**src/rtl/tour_solver.sv**
```systemverilog
// Backtracking knight's-tour search on a 5x5 board; the resulting tour is kept
// as 24 one-hot moves that the downstream sequencer reads back through indx/move.
module tour_solver (
  input  logic       clk,
  input  logic       rst,
  input  logic       go,
  input  logic [2:0] x_start,
  input  logic [2:0] y_start,
  input  logic [4:0] indx,
  output logic [7:0] move,
  output logic       done,
  output logic       fail,
  output logic       busy
);

  // state | meaning
  // IDLE  | waiting for go
  // INIT  | clear board/table, validate start, mark start square
  // POSS  | compute legal-move mask for current level
  // MAKE  | take next untried legal move, or fall through to BACK
  // BACK  | undo the move that led to the current square
  // DONE  | one-cycle done pulse
  typedef enum logic [2:0] {IDLE, INIT, POSS, MAKE, BACK, DONE} state_t;

  state_t      state, state_nxt;
  logic [24:0] board;
  logic [7:0]  poss [24];
  logic [7:0]  mv   [24];
  logic [2:0]  x, y;
  logic [4:0]  cnt;

  logic [7:0]  legal, higher, avail, cand, cd, pd, mv_cur, mv_prev;
  logic [2:0]  nx, ny, px, py;
  logic [4:0]  prev_idx;
  logic        bad_start;

  function automatic logic [4:0] sq(input logic [2:0] cx, input logic [2:0] cy);
    return 5'(cy) * 5'd5 + 5'(cx);
  endfunction

  // {dx, dy} as two 4-bit two's-complement nibbles
  function automatic logic [7:0] delta(input logic [7:0] m);
    logic [7:0] d;
    d = 8'h00;
    case (m)
      8'h01:   d = {4'hF, 4'h2};
      8'h02:   d = {4'h1, 4'h2};
      8'h04:   d = {4'hE, 4'h1};
      8'h08:   d = {4'hE, 4'hF};
      8'h10:   d = {4'hF, 4'hE};
      8'h20:   d = {4'h1, 4'hE};
      8'h40:   d = {4'h2, 4'hF};
      8'h80:   d = {4'h2, 4'h1};
      default: d = 8'h00;
    endcase
    return d;
  endfunction

  function automatic logic [7:0] legal_mask(input logic [2:0] cx, input logic [2:0] cy,
                                            input logic [24:0] brd);
    logic [7:0] lm, d;
    logic [3:0] tx, ty;
    lm = 8'h00;
    for (int b = 0; b < 8; b++) begin
      d  = delta(8'h01 << b);
      tx = {1'b0, cx} + d[7:4];
      ty = {1'b0, cy} + d[3:0];
      if (!tx[3] && tx <= 4'd4 && !ty[3] && ty <= 4'd4)
        lm[b] = !brd[sq(tx[2:0], ty[2:0])];
    end
    return lm;
  endfunction

  always_comb begin
    bad_start = (x > 3'd4) || (y > 3'd4);
    legal     = legal_mask(x, y, board);
    mv_cur    = mv[cnt];
    // mv_cur is one-hot or zero; zero means every legal move is still untried
    higher    = (mv_cur == 8'h00) ? 8'hFF : ~((mv_cur << 1) - 8'd1);
    avail     = poss[cnt] & higher;
    cand      = avail & (~avail + 8'd1);
    cd        = delta(cand);
    nx        = x + cd[6:4];
    ny        = y + cd[2:0];
    prev_idx  = (cnt == 5'd0) ? 5'd0 : cnt - 5'd1;
    mv_prev   = mv[prev_idx];
    pd        = delta(mv_prev);
    px        = x - pd[6:4];
    py        = y - pd[2:0];
    move      = (indx < 5'd24) ? mv[indx] : 8'h00;
  end

  always_ff @(posedge clk) begin
    if (rst) state <= IDLE;
    else     state <= state_nxt;
  end

  always_comb begin
    state_nxt = state;
    done      = 1'b0;
    busy      = (state != IDLE);
    case (state)
      IDLE: if (go) state_nxt = INIT;
      INIT: state_nxt = bad_start ? DONE : POSS;
      POSS: state_nxt = MAKE;
      MAKE: begin
        if (cand == 8'h00)      state_nxt = BACK;
        else if (cnt == 5'd23)  state_nxt = DONE;
        else                    state_nxt = POSS;
      end
      BACK: state_nxt = (cnt == 5'd0) ? DONE : MAKE;
      DONE: begin
        done      = 1'b1;
        state_nxt = IDLE;
      end
      default: state_nxt = IDLE;
    endcase
  end

  always_ff @(posedge clk) begin
    if (rst) begin
      board <= '0;
      x     <= '0;
      y     <= '0;
      cnt   <= '0;
      fail  <= 1'b0;
      for (int i = 0; i < 24; i++) begin
        mv[i]   <= 8'h00;
        poss[i] <= 8'h00;
      end
    end else begin
      case (state)
        IDLE: if (go) begin
          x    <= x_start;
          y    <= y_start;
          fail <= 1'b0;
        end
        INIT: begin
          for (int i = 0; i < 24; i++) mv[i] <= 8'h00;
          cnt <= 5'd0;
          if (bad_start) begin
            board <= '0;
            fail  <= 1'b1;
          end else begin
            board <= 25'd1 << sq(x, y);
          end
        end
        POSS: begin
          poss[cnt] <= legal;
          mv[cnt]   <= 8'h00;
        end
        MAKE: if (cand != 8'h00) begin
          mv[cnt]           <= cand;
          x                 <= nx;
          y                 <= ny;
          board[sq(nx, ny)] <= 1'b1;
          if (cnt != 5'd23) cnt <= cnt + 5'd1;
        end
        BACK: begin
          if (cnt == 5'd0) begin
            fail <= 1'b1;
          end else begin
            board[sq(x, y)] <= 1'b0;
            x               <= px;
            y               <= py;
            cnt             <= prev_idx;
          end
        end
        default: ;
      endcase
    end
  end

endmodule
```
**config.mk**
```make
export PLATFORM = sky130hd
export DESIGN_NAME = tour_solver
export DESIGN_NICKNAME = d
export VERILOG_FILES = /design/src/rtl/tour_solver.sv
export SDC_FILE = /design/constraint.sdc
export NUM_CORES = 1
export LEC_CHECK = 0
export CAP_MARGIN = 0
export CORE_UTILIZATION = 39
export DETAILED_ROUTE_END_ITERATION = 10
export GPL_TIMING_DRIVEN = 0
export PLACE_DENSITY = 0.53
export SLEW_MARGIN = 40
export SYNTH_ARGS = -nofsm -noshare
export SYNTH_HDL_FRONTEND = slang
export SYNTH_SLANG_ARGS = --single-unit
```
**constraint.sdc**
```tcl
create_clock -name clk -period 8.1 [get_ports clk]
set_input_delay 1.215 -clock clk [delete_from_list [all_inputs] [get_ports clk]]
set_output_delay 1.215 -clock clk [all_outputs]
set_load 0.03 [all_outputs]
```
==> metrics <==
worst hold path type=flip-flop to flip-flop; commonest non-fill, non-tap cells in the layout=edfxtp_1 (512), nor2_1 (437), mux4_2 (218); Unique masters post-synth=100; pre-CTS setup slack=-521 ps; top cells by area, synth=edfxtp_1 (47%), mux4_2 (15%), nor2_1 (5.1%); Reg area=approximately 16,000 um2; final hold vios=0; Std-Cell Core Area=82,200 um2; CP max FO=12; die area=around 84,000 um2; cts bufs inserted=66; # IOs=25; top-area cell type share of the netlist area=47.3%; Routed WL per cell=35.6 um; total iterations of the first detailed-routing run=6; total track usage=32.6%; CP Launch Type=flip-flop; Via density=6.70; DIE HEIGHT=291 um; dpl cells=3,792; initial antenna violation count=6; fillcell total=between 7,000 and 8,000; CTS tree=built; largest net degree at the start of global routing=14; Synth Flop Type=edfxtp_1; Worst Max-Slew Pin Slew=1020 ps; clk_lat worst skew=approximately 630 ps; post-synthesis sequential area ratio=50.1%; Synth Cell Area=32,500 um2; setup TNS=0 ps; DP Area=34,400 um2; global-route wire length before repair=194,000 um; Iter 0 DRT Violations=just under 4,000; outcome=complete, no violations; Vias=26,300; final core utilization=44.6%; # nets final=between 2,000 and 3,000; worst vdd ir=roughly 620 uV; Final setup viols=0; Post-route DRC=0; setup ws final=63.5 ps; post-synthesis compound-gate area fraction=9.44%; num rows=around 110; final instance area=between 30,000 and 40,000 um2; Clock transition at path regs=60 ps; Final HPWL DP=105,000 um; Logic pwr share=47.0%; simple-gate share of the synthesized area=13.2%; CP endpoint kind=flip-flop; #FFs+latches synth=~560; maximum clock path buffer count=3; Post-synth EDFFs=around 500; area of the multi-input gates=15,400 um2; Layout Skew=32.9 ps; Lkg Pwr=12.3 nW; Worst EP required=between 8000 and 9000 ps; most used cell, CP=clkbuf_2; Total Power=12.2 mW; max incr delay on CP=just under 700 ps; GRT overflow=0; Buffers on Ports=20; Syn Inst Count=2,686; P&R area growth vs syn=13.0%; Avg Cell Area, Syn=around 12 um2; Max Cap Viol=0; Final Cycle Share=99.2%; Worst path slowest cell=o41ai_4; Synth Warn #=0; Int Power=6.84 mW; post-synthesis mux area share=roughly a fifth; post-layout minimum cycle time=8040 ps; switching share of power=43.8%; hold_ws=544 ps; Buf/Inv on CP=9; antenna-violating nets left=0; final non-filler cell total=3,917; relative slew slack=32.3%; Fmax achieved=124 MHz; share of total power in the clock network=23.4%; adder-cell share of the synthesized area=slightly above 3%; Worst Setup Path Type=flip-flop to flip-flop; clock root buffer master=clkbuf_16; Worst Path Arrival=between 8000 and 9000 ps; sequential power share=29.6%; vias in the first global route=~25,000; Psw=5.33 mW; RD Place Congestion=1.03; Net Count, Synth=2,773; Pwr Density=332 nW/um2; share of layout cells above drive strength 1=19.3%; Post-Route WL=139,000 um; xor-xnor portion of the synthesized cell area=1.53%; H-tree levels=3; critical path's top delay family=buffers and inverters; post-synthesis async set-or-reset flop share=0%; commonest non-fill, non-tap cell in the layout=edfxtp_1; die width=~290 um; Yosys top cell by area=edfxtp_1; initial cell density of the core=39.5%; Clock Sinks=roughly 560; largest family of logic cells by synthesized area=multiplexers; max-slew violation count=0
[path summary, 6_finish.rpt]
| path | start | end | slack (ps) | depth (start not counted) |
|---|---|---|---|---|
| hold / removal | board[24] | board[24] | 540 | 2 |
| setup reg to reg | cnt[0] | y[2] | 60 | 25 |
| setup / recovery | cnt[0] | y[2] | 60 | 25 |
| hold reg to reg | board[24] | board[24] | 540 | 2 |
[synthesized netlist by cell type (29+ instances only)]
master and count:
a31oi_1 32, nand2b_1 29, inv_1 70, nand2_1 193, a211oi_1 38, mux2i_1 106, dfxtp_1 45, nor4_1 37
buf_2 37, ha_1 63, nor2_1 443, clkbuf_1 135, nor3_1 29, o21ai_0 54, xnor2_1 33, mux4_2 218
a21oi_1 83, edfxtp_1 512, nand3_1 96
[routing by layer]
layer	GRT usage [%]	share of wire (%)
met2	47.9	43
met1	46.2	41
met5	0	0.041
met4	11.6	3.7
met3	8.83	12
[power by group through the flow]
stage / Sequential (mW) / Clock, mW / Combinational (mW)
6_report: 3.60 / 2.85 / 5.72
3_5_place_dp: 3.64 / 0 / 5.35
5_1_grt: 3.61 / 2.97 / 5.99
4_1_cts: 3.58 / 2.87 / 5.51
2_1_floorplan: 3.53 / 0 / 3.52
3_3_place_gp: 3.64 / 0 / 5.25
[cell families after synthesis]
family,Yosys count
flops,557
simple gates,951
mux,341
buf+inv,282
fa+ha+maj,73
xor+xnor,55
compound gates,427
[sequential cells by signal (all words and copies together) (netlist names), named ones only]
| register | cells |
|---|---|
| board | 25 |
| mv | 256 |
| cnt | 5 |
| y | 3 |
| state | 3 |
| x | 3 |
| poss | 256 |
| fail | 1 |
[tightest hold or removal path, delay by kind of cell, from the launching register on]
family          cells  cell delay, ps
simple gates        1              80
flops               1             340
compound gates      1              70
[timing repair]
action | in CTS | in global routing
hold buffers | 0 | 0
buffers inserted | 3 | 3
gates cloned | 0 | 0
pin swaps | 2 | 3
setup endpoints to repair | 26 | 29
resized for setup | 17 | 41
[area by class of cell]
class                      instances  share of cell area (%)
tap                             1070                    3.65
buffer                           211                    2.87
sequential                       557                    44.3
inverter                          70                   0.716
multi-input combinational       1847                    41.8
clock inverter                    42                   0.890
timing repair buffer              42                    1.05
clock buffer                      75                    4.62
antenna                            3                  0.0205
Power figures use the tool's default switching activity.
